`src/rtl/cmp_arbiter_if.sv`:
```
// cmp_arbiter_if: request/response bundle for the shared comparator.
//   i_req_valid[1:0]  per-requester request valid (0 = branch unit, 1 = ALU slt)
//   o_req_ready[1:0]  per-requester accept (at most one bit high)
//   i_req_a0/b0, i_req_a1/b1  operands per requester
//   i_req_signed[1:0] per-requester compare mode (1 = signed)
//   i_req_op0/op1     operation: 00 LT, 01 GE, 10 EQ, 11 NE
//   o_rsp_valid, o_rsp_id, o_rsp_result, i_rsp_ready  response handshake
// Modports: slave = comparator side, master = requesters/consumer side.
interface cmp_arbiter_if #(
    parameter int unsigned WIDTH = 32
);
    logic [1:0]       i_req_valid;
    logic [1:0]       o_req_ready;
    logic [WIDTH-1:0] i_req_a0;
    logic [WIDTH-1:0] i_req_b0;
    logic [WIDTH-1:0] i_req_a1;
    logic [WIDTH-1:0] i_req_b1;
    logic [1:0]       i_req_signed;
    logic [1:0]       i_req_op0;
    logic [1:0]       i_req_op1;
    logic             o_rsp_valid;
    logic             o_rsp_id;
    logic [WIDTH-1:0] o_rsp_result;
    logic             i_rsp_ready;

    modport slave (
        input  i_req_valid, i_req_a0, i_req_b0, i_req_a1, i_req_b1,
        input  i_req_signed, i_req_op0, i_req_op1, i_rsp_ready,
        output o_req_ready, o_rsp_valid, o_rsp_id, o_rsp_result
    );

    modport master (
        output i_req_valid, i_req_a0, i_req_b0, i_req_a1, i_req_b1,
        output i_req_signed, i_req_op0, i_req_op1, i_rsp_ready,
        input  o_req_ready, o_rsp_valid, o_rsp_id, o_rsp_result
    );
endinterface

```
`src/rtl/cmp_arbiter.sv`:
```
// cmp_arbiter: two requesters share one comparator (LT/GE/EQ/NE, signed or
// unsigned). Round-robin grant on contention, one registered result per
// accepted request, response held until the consumer takes it.
//   i_clk    clock, rising edge
//   i_rst_n  asynchronous active-low reset
//   bus_io   cmp_arbiter_if slave modport (request and response handshakes)
module cmp_arbiter #(
    parameter int unsigned WIDTH = 32
) (
    input  logic          i_clk,
    input  logic          i_rst_n,
    cmp_arbiter_if.slave  bus_io
);
    typedef enum logic [0:0] {StIdle, StHold} state_e;

    state_e state_q, state_d;
    logic   rr_ptr_q, rr_ptr_d;
    logic   rsp_id_q, rsp_id_d;
    logic   rsp_bit_q, rsp_bit_d;

    logic             can_accept;
    logic             grant;
    logic             accept;
    logic [1:0]       ready;
    logic [WIDTH-1:0] op_a, op_b;
    logic             op_signed;
    logic [1:0]       op_sel;
    logic [WIDTH:0]   diff;
    logic             lt_u, lt_s, lt, eq, cmp_bit;

    // Grant and ready
    always_comb begin
        grant = 1'b0;
        unique case (bus_io.i_req_valid)
            2'b01:   grant = 1'b0;
            2'b10:   grant = 1'b1;
            2'b11:   grant = rr_ptr_q;
            default: grant = 1'b0;
        endcase
        can_accept = (state_q == StIdle) || bus_io.i_rsp_ready;
        ready = 2'b00;
        // Reset gating keeps ready low while reset is held.
        if (i_rst_n && can_accept && (bus_io.i_req_valid != 2'b00)) begin
            ready = grant ? 2'b10 : 2'b01;
        end
        accept = |ready;
    end

    assign bus_io.o_req_ready = ready;

    // Shared comparator on the granted requester's operands
    always_comb begin
        op_a      = grant ? bus_io.i_req_a1 : bus_io.i_req_a0;
        op_b      = grant ? bus_io.i_req_b1 : bus_io.i_req_b0;
        op_signed = bus_io.i_req_signed[grant];
        op_sel    = grant ? bus_io.i_req_op1 : bus_io.i_req_op0;
        diff      = {1'b0, op_a} + {1'b0, ~op_b} + {{WIDTH{1'b0}}, 1'b1};
        lt_u      = ~diff[WIDTH];
        // Differing signs: the negative operand is the smaller one.
        lt_s      = (op_a[WIDTH-1] != op_b[WIDTH-1]) ? op_a[WIDTH-1] : diff[WIDTH-1];
        lt        = op_signed ? lt_s : lt_u;
        eq        = (op_a == op_b);
        cmp_bit   = 1'b0;
        unique case (op_sel)
            2'b00:   cmp_bit = lt;
            2'b01:   cmp_bit = ~lt;
            2'b10:   cmp_bit = eq;
            2'b11:   cmp_bit = ~eq;
            default: cmp_bit = 1'b0;
        endcase
    end

    // FSM / response next state
    always_comb begin
        state_d   = state_q;
        rr_ptr_d  = rr_ptr_q;
        rsp_id_d  = rsp_id_q;
        rsp_bit_d = rsp_bit_q;
        if (accept) begin
            state_d   = StHold;
            rr_ptr_d  = ~grant;
            rsp_id_d  = grant;
            rsp_bit_d = cmp_bit;
        end else if ((state_q == StHold) && bus_io.i_rsp_ready) begin
            state_d = StIdle;
        end
    end

    always_ff @(posedge i_clk or negedge i_rst_n) begin
        if (!i_rst_n) begin
            state_q   <= StIdle;
            rr_ptr_q  <= 1'b0;
            rsp_id_q  <= 1'b0;
            rsp_bit_q <= 1'b0;
        end else begin
            state_q   <= state_d;
            rr_ptr_q  <= rr_ptr_d;
            rsp_id_q  <= rsp_id_d;
            rsp_bit_q <= rsp_bit_d;
        end
    end

    assign bus_io.o_rsp_valid  = (state_q == StHold);
    assign bus_io.o_rsp_id     = rsp_id_q;
    assign bus_io.o_rsp_result = {{(WIDTH-1){1'b0}}, rsp_bit_q};
endmodule

```
`src/flat_wrapper.sv`:
```
// flat-port wrapper written by rule: the top's interface ports become plain ports
module cmp_arbiter_flat 
#(
    parameter int unsigned WIDTH = 32
)
  (i_clk, i_rst_n, bus_io_i_req_valid, bus_io_i_req_a0, bus_io_i_req_b0, bus_io_i_req_a1, bus_io_i_req_b1, bus_io_i_req_signed, bus_io_i_req_op0, bus_io_i_req_op1, bus_io_i_rsp_ready, bus_io_o_req_ready, bus_io_o_rsp_valid, bus_io_o_rsp_id, bus_io_o_rsp_result);
  cmp_arbiter_if #(.WIDTH(WIDTH)) bus_io_i ();
  input  logic i_clk;
  input  logic i_rst_n;
  input wire logic [$bits(bus_io_i.i_req_valid)-1:0] bus_io_i_req_valid;
  input wire logic [$bits(bus_io_i.i_req_a0)-1:0] bus_io_i_req_a0;
  input wire logic [$bits(bus_io_i.i_req_b0)-1:0] bus_io_i_req_b0;
  input wire logic [$bits(bus_io_i.i_req_a1)-1:0] bus_io_i_req_a1;
  input wire logic [$bits(bus_io_i.i_req_b1)-1:0] bus_io_i_req_b1;
  input wire logic [$bits(bus_io_i.i_req_signed)-1:0] bus_io_i_req_signed;
  input wire logic [$bits(bus_io_i.i_req_op0)-1:0] bus_io_i_req_op0;
  input wire logic [$bits(bus_io_i.i_req_op1)-1:0] bus_io_i_req_op1;
  input wire logic [$bits(bus_io_i.i_rsp_ready)-1:0] bus_io_i_rsp_ready;
  output wire logic [$bits(bus_io_i.o_req_ready)-1:0] bus_io_o_req_ready;
  output wire logic [$bits(bus_io_i.o_rsp_valid)-1:0] bus_io_o_rsp_valid;
  output wire logic [$bits(bus_io_i.o_rsp_id)-1:0] bus_io_o_rsp_id;
  output wire logic [$bits(bus_io_i.o_rsp_result)-1:0] bus_io_o_rsp_result;
  assign bus_io_i.i_req_valid = bus_io_i_req_valid;
  assign bus_io_i.i_req_a0 = bus_io_i_req_a0;
  assign bus_io_i.i_req_b0 = bus_io_i_req_b0;
  assign bus_io_i.i_req_a1 = bus_io_i_req_a1;
  assign bus_io_i.i_req_b1 = bus_io_i_req_b1;
  assign bus_io_i.i_req_signed = bus_io_i_req_signed;
  assign bus_io_i.i_req_op0 = bus_io_i_req_op0;
  assign bus_io_i.i_req_op1 = bus_io_i_req_op1;
  assign bus_io_i.i_rsp_ready = bus_io_i_rsp_ready;
  assign bus_io_o_req_ready = bus_io_i.o_req_ready;
  assign bus_io_o_rsp_valid = bus_io_i.o_rsp_valid;
  assign bus_io_o_rsp_id = bus_io_i.o_rsp_id;
  assign bus_io_o_rsp_result = bus_io_i.o_rsp_result;
  cmp_arbiter #(.WIDTH(WIDTH)) u_core (.i_clk(i_clk), .i_rst_n(i_rst_n), .bus_io(bus_io_i));
endmodule
```
`config.mk`:
```
export PLATFORM = sky130hd
export DESIGN_NAME = cmp_arbiter_flat
export DESIGN_NICKNAME = d
export VERILOG_FILES = /design/src/rtl/cmp_arbiter_if.sv /design/src/rtl/cmp_arbiter.sv /design/src/flat_wrapper.sv
export SDC_FILE = /design/constraint.sdc
export NUM_CORES = 1
export LEC_CHECK = 0
export ABC_AREA = 1
export CORE_MARGIN = 2
export CORE_UTILIZATION = 31
export DETAILED_ROUTE_END_ITERATION = 7
export GPL_ROUTABILITY_DRIVEN = 0
export PLACE_DENSITY = 0.85
export SLEW_MARGIN = 20
export SYNTH_ARGS = -nofsm -noshare
export SYNTH_HDL_FRONTEND = slang
export SYNTH_SLANG_ARGS = --single-unit
```
`constraint.sdc`:
```
create_clock -name i_clk -period 3.05 [get_ports i_clk]
set_input_delay 0.61 -clock i_clk [delete_from_list [all_inputs] [get_ports i_clk]]
set_output_delay 0.61 -clock i_clk [all_outputs]
set_load 0.1 [all_outputs]
```
==> metrics, run 1 <==
Crit. End Element flip-flop; hold crit path type reg2reg; Startpoint Class input pin; FP Rows 31; # IOs 175; initial antenna violation count 0; DR iter-0 viols 134; Final ANT Viol Nets 0; post-synthesis sequential area ratio 4.46%; GRT busiest layer met2; Yosys warnings 0; Net Switching 0.697 mW; Multi-input gate area 2130 um2; Final Power 1.40 mW; Synth Area in Adders 17.6%; Logic pwr share 87.0%; port buffer count 143; Post-Synth XOR/XNOR Area 0%; Die Area 7940 um2; Post-Syn Area per Cell 6.02 um2; max cap viols 0; data required time of the critical path 3.16 ns; RSZ-0062 raised after global routing true; Initial Util 31.5%; TritonCTS buffer count 3; Net Sw Frac 49.7%; GR Util met1 18.8%; Reg clk slew, reported paths 0.03 ns; Final period util 102%; Total GRT Usage 19.0%; Die W 89.1 um; met3 Use GR 3.05%; buffer and inverter count on the worst path 5; FILL cells 591; post-route minimum period 3.12 ns; cell leakage power 2.24 nW; first-pass GRT wire length 12200 um; simple-gate share of the synthesized area 34.6%; #FFs+latches synth 4; nets@finish 736; ant diodes 0; Area Overhead vs Synth 102%; status finished with violations; crit-path most repeated cell nand2_1; P_int 0.705 mW; WL per Instance 13.2 um; largest family of logic cells by synthesized area simple AND/OR/NAND/NOR gates; clock skew 0.000109 ns; Final WS setup -0.0659 ns; Die Y 89.1 um; post-synthesis mux area share 13.4%; cells after synthesis 373; largest net degree at the start of global routing 27; total clock sinks 4; hold slack 0.486 ns; design area 4540 um2; DR DRC count 0; Setup Viol. Count Final 1; Slew Limit Fails 0; clock share of power 8.1%; root buf cell clkbuf_8; CP cell instances buf_8 > buf_6 > inv_4 > a21oi_4 > buf_6 > buf_12 > nand2_1 > nand2_1 > ha_4 > a21oi_2 > o21ai_2 > a21oi_2 > o211ai_1 > nand3_1 > o211ai_1 > a31oi_1 > fa_2 > or2_4 > nand3_2 > nand3_1 > nand2_1 > nand2_1; Reg area 100 um2; Clock H-tree levels 1; grt met2 use 40.1%; failing checks setup timing; Compound-Gate Fraction of Synth Area 12.4%; f_max 321 MHz; layout cells sized above 1 21.5%; worst vdd rail ir drop 0.160 mV; hold_buf cts 0; Arr. time, crit path 3.22 ns; clk_lat worst skew 0.22 ns; worst stage delay on the critical path 0.35 ns; power share of the sequential group 4.9%; CP top delay family simple AND/OR/NAND/NOR gates; Core Area 7140 um2; Via density 4.69; DR pass1 iterations 4; GRT overflow 0; WL final 8730 um; pwr dens 309 nW/um2; kind of critical path in2reg; Via Count 3108; Sum Neg Setup Slack -0.0659 ns; dpl hpwl 6650 um; Fin. Hold Viols 0; cell area after synthesis 2240 um2; Placement Cell Area 4000 um2; Synth cell types 34; Crit-path slowest cell fa_2; vias in the first global route 2982; CP Max Fanout 6; CTS tree built; Bufs on Longest Clock Path 2; Core Util, Final 63.6%
[cells by family after synthesis]
kind of cell             after synthesis
flip-flops                             4
AND/OR/NAND/NOR                      192
adder cells (fa/ha/maj)               31
AO/OA/AOI/OAI                         46
other                                  1
buffers and inverters                 69
multiplexers                          30
[cells in the mapped netlist (all sizes together)]
cell type  instances  area, um2
nor4               1       6.26
nor2              17       66.3
mux2i             30        300
nand3b             2       15.0
clkbuf             3       11.3
a31oi              1       6.26
inv               26       97.6
fa                 1       20.0
buf               40        283
nand3             11       55.1
conb               1       3.75
nand4              5       31.3
a211oi             1       7.51
nand2            151        574
o21a               1       7.51
o21bai             3       22.5
nor3               3       15.0
ha                30        375
a21o               1       7.51
or2                2       12.5
o21ai             14       77.6
o31ai              1       7.51
dfrtp              4        100
o211ai             4       30.0
a21oi             20        111
[area by class of cell]
cell class,count,share of cell area (%)
Clock buffer,3,0.909
Multi-Input combinational cell,330,46.9
Timing Repair Buffer,201,45.0
Inverter,26,2.20
Tap cell,99,2.73
Sequential cell,4,2.20
[routing by layer]
metal	wire, um	vias to the layer above	share of wire (%)
met4	171	0	2.0
met1	3070	1387	35
met2	4690	151	54
met3	803	18	9.2
li1	-	1552	-
met5	0	-	0
[flip-flops by register name, summed over array words and instances (netlist names)]
name,cells
u_core.bus_io.o_rsp_valid,1
u_core.rsp_bit_q,1
u_core.rr_ptr_q,1
u_core.bus_io.o_rsp_id,1
[power groups by stage]
stage                     registers [mW]  logic [mW]  clock network [mW]
after floorplan                   0.0972       0.636                   0
after global placement            0.0685        1.01                   0
after detailed placement          0.0690        1.03                   0
after CTS                         0.0689        1.13               0.115
after global routing              0.0699        1.31               0.119
final                             0.0690        1.22               0.114
[metrics by stage]
stage          std cells  setup slack, ns
5_1_grt              663           -0.231
2_1_floorplan        403          -0.0657
4_1_cts              659         -0.00763
3_3_place_gp         645           -0.667
3_5_place_dp         645           -0.772
6_report             663          -0.0659
[worst register-to-register path, stage by stage (launching register included)]
cell and delay (ns):
dfrtp_1 0.36, inv_2 0.10, buf_4 0.14, a21oi_4 0.05
buf_6 0.12, buf_12 0.13, nand2_1 0.07, nand2_1 0.09
ha_4 0.30, a21oi_2 0.06, o21ai_2 0.16, a21oi_2 0.06
o211ai_1 0.16, nand3_1 0.09, o211ai_1 0.10, a31oi_1 0.13
fa_2 0.35, or2_4 0.26, nand3_2 0.06, nand3_1 0.07
nand2_1 0.05, nand2_1 0.04
[timing repair]
item                                   CTS  global route
setup endpoints to repair                1             1
endpoints found under the hold margin    0             0
pin swaps                               26            21
cloned                                   2             1
buffers inserted                         9             3
resized for setup                       52            27
[layout by cell type (no fill, tap or decap), drive strengths merged, types with 3 or more instances in the layout]
cell type / n
nand2: 151
clkdlybuf4s50: 136
buf: 63
conb: 31
mux2i: 30
ha: 30
inv: 26
a21oi: 20
nor2: 17
o21ai: 14
nand3: 11
nand4: 5
o211ai: 4
dfrtp: 4
clkbuf: 4
o21bai: 3
nor3: 3
[worst paths after layout]
check | from | slack [ns] | cells past startpoint | endpoint
max | bus_io_i_req_valid[1] | -0.07 | 22 | u_core.rsp_bit_q
min | u_core.rsp_bit_q | 0.49 | 2 | u_core.rsp_bit_q
max reg2reg | u_core.rr_ptr_q | -0.03 | 21 | u_core.rsp_bit_q
min reg2reg | u_core.rsp_bit_q | 0.49 | 2 | u_core.rsp_bit_q
max in group asynchronous | i_rst_n | 2.27 | 1 | u_core.rsp_bit_q
min in group asynchronous | i_rst_n | 0.60 | 1 | u_core.bus_io.o_rsp_valid
Note: power is estimated with default switching activity, not from simulation.
==> run 2: changes to the inputs <==
ABC_CLOCK_PERIOD_IN_PS = 3050   (was not set)
PLACE_DENSITY = 0.79   (was 0.85)
==> metrics, run 2 (same netlist as run 1, synthesis figures left out) <==
status finished with violations; failing checks setup timing; post-route minimum period 3.14 ns (+0.0224 ns); Setup Viol. Count Final 1 (unchanged); cell leakage power 2.30 nW (+2.6%); CP Max Fanout 7 (+1); largest net degree at the start of global routing 21 (-22%); clk_lat worst skew 0.22 ns (about the same); Bufs on Longest Clock Path 2 (unchanged); Die Y 89.1 um (unchanged); CTS tree built; Die Area 7940 um2 (unchanged); DR DRC count 0 (unchanged); Total GRT Usage 19.0% (about the same); # IOs 175 (unchanged); Final ANT Viol Nets 0 (unchanged); placed cell count 647 (+0.31%); Die W 89.1 um (unchanged); Reg clk slew, reported paths 0.03 ns (about the same); WL final 8370 um (-4.2%); commonest cells after routing, fill and taps aside clkdlybuf4s50_1, nand2_1, buf_4; max cap viols 0 (unchanged); total clock sinks 4 (unchanged); Slew Limit Fails 0 (unchanged); worst vdd rail ir drop 0.131 mV (-18%); dpl hpwl 6430 um (-3.4%); Via Count 3094 (-0.45%); Final period util 103% (+0.74 points); RSZ-0062 raised after global routing true; port buffer count 143 (unchanged); FILL cells 597 (+1.0%); initial antenna violation count 0 (unchanged); Crit. End Element flip-flop; FP Rows 31 (unchanged); Placement Cell Area 4010 um2 (about the same); DR iter-0 viols 110 (-18%); Clock H-tree levels 1 (unchanged); Reg area 100 um2 (unchanged); nets@finish 745 (+1.2%); Final WS setup -0.0883 ns (-0.0224 ns); Sum Neg Setup Slack -0.0883 ns (-0.0224 ns); Fin. Hold Viols 0 (unchanged); kind of critical path in2reg; DR pass1 iterations 4 (unchanged); ant diodes 0 (unchanged); f_max 319 MHz (-0.71%); pwr dens 305 nW/um2 (-1.1%); layout cells sized above 1 22.3% (+0.88 points); Area Overhead vs Synth 104%; data required time of the critical path 3.16 ns (about the same); WL per Instance 12.4 um (-5.5%); GRT overflow 0 (unchanged); root buf cell clkbuf_8; Multi-input gate area 2120 um2 (-0.53%); Arr. time, crit path 3.24 ns (+0.02 ns); Core Area 7140 um2 (unchanged); design area 4570 um2 (+0.69%); Non-Filler Instances 672 (+1.4%); Initial Util 31.5% (unchanged); most common cell after layout, fill and taps aside clkdlybuf4s50_1; Startpoint Class input pin; vias in the first global route 2968 (-0.47%); TritonCTS buffer count 3 (unchanged); clock skew 0.00167 ns (+0.00156 ns); Via density 4.60 (-1.8%); first-pass GRT wire length 12100 um (-0.73%); hold crit path type reg2reg
==> run 2: what timing repair did <==
action / in CTS / in global routing
buffers inserted: 15 / 4
setup endpoints to repair: 1 / 1
resized for setup: 58 / 19
pin swaps: 26 / 18
hold buffers: 0 / 0
gates cloned: 3 / 0
==> run 2: per-layer routing <==
layer / track usage, % / up-vias / share of wire (%)
li1: - / 1564 / -
met1: 18.9 / 1362 / 34
met2: 39.1 / 143 / 54
met3: 1.75 / 25 / 8.9
met4: 8.01 / 0 / 3.0
met5: 0 / - / 0
==> run 2: critical path, stage by stage <==
cell,delay [ns]
buf_6,0.10
buf_6,0.11
a21oi_4,0.19
buf_6,0.14
buf_12,0.12
buf_4,0.12
nand2_4,0.04
nand2_4,0.07
ha_4,0.13
a21oi_2,0.05
o21ai_2,0.12
a21oi_2,0.08
o211ai_1,0.16
nand3_1,0.09
o211ai_1,0.12
a31oi_1,0.14
fa_2,0.34
or2_4,0.24
nand3_2,0.07
nand3_1,0.07
nand2_1,0.06
nand2_1,0.04
==> run 2: final cells by class <==
cell class              count  area share (%)
clock buffers               3           0.903
inverters                  26            2.13
multi-input cells         330            46.4
flip-flops and latches      4            2.19
well taps                  99            2.71
repair buffers            210            45.7
==> run 2: path summary, 6_finish.rpt <==
| check | startpoint | to | slack, ns | cells past startpoint |
|---|---|---|---|---|
| setup reg to reg | u_core.rr_ptr_q | u_core.rsp_bit_q | -0.05 | 22 |
| setup / recovery | bus_io_i_req_valid[0] | u_core.rsp_bit_q | -0.09 | 22 |
| min in group asynchronous | i_rst_n | u_core.bus_io.o_rsp_id | 0.61 | 1 |
| max in group asynchronous | i_rst_n | u_core.rr_ptr_q | 2.26 | 1 |
| hold / removal | u_core.rsp_bit_q | u_core.rsp_bit_q | 0.49 | 2 |
| hold reg to reg | u_core.rsp_bit_q | u_core.rsp_bit_q | 0.49 | 2 |
==> run 2: power breakdown <==
part / total (mW) / internal, mW / switching (mW)
clock: 0.111 / 0.0841 / 0.0271
sequential: 0.0693 / 0.0636 / 0.00562
combinational: 1.22 / 0.560 / 0.656
total: 1.40 / 0.708 / 0.689
==> run 2: through the flow <==
stage               total power, mW  utilization [%]  setup WS, ns  hold WS [ns]
detailed placement             1.09             56.1        -0.780         0.478
floorplan                     0.733                -       -0.0657         0.314
CTS                            1.34             62.4      -0.00670         0.480
global placement               1.07             56.1        -0.689         0.476
global route                   1.50             64.1        -0.236         0.512
finish                         1.40             64.1       -0.0883         0.487
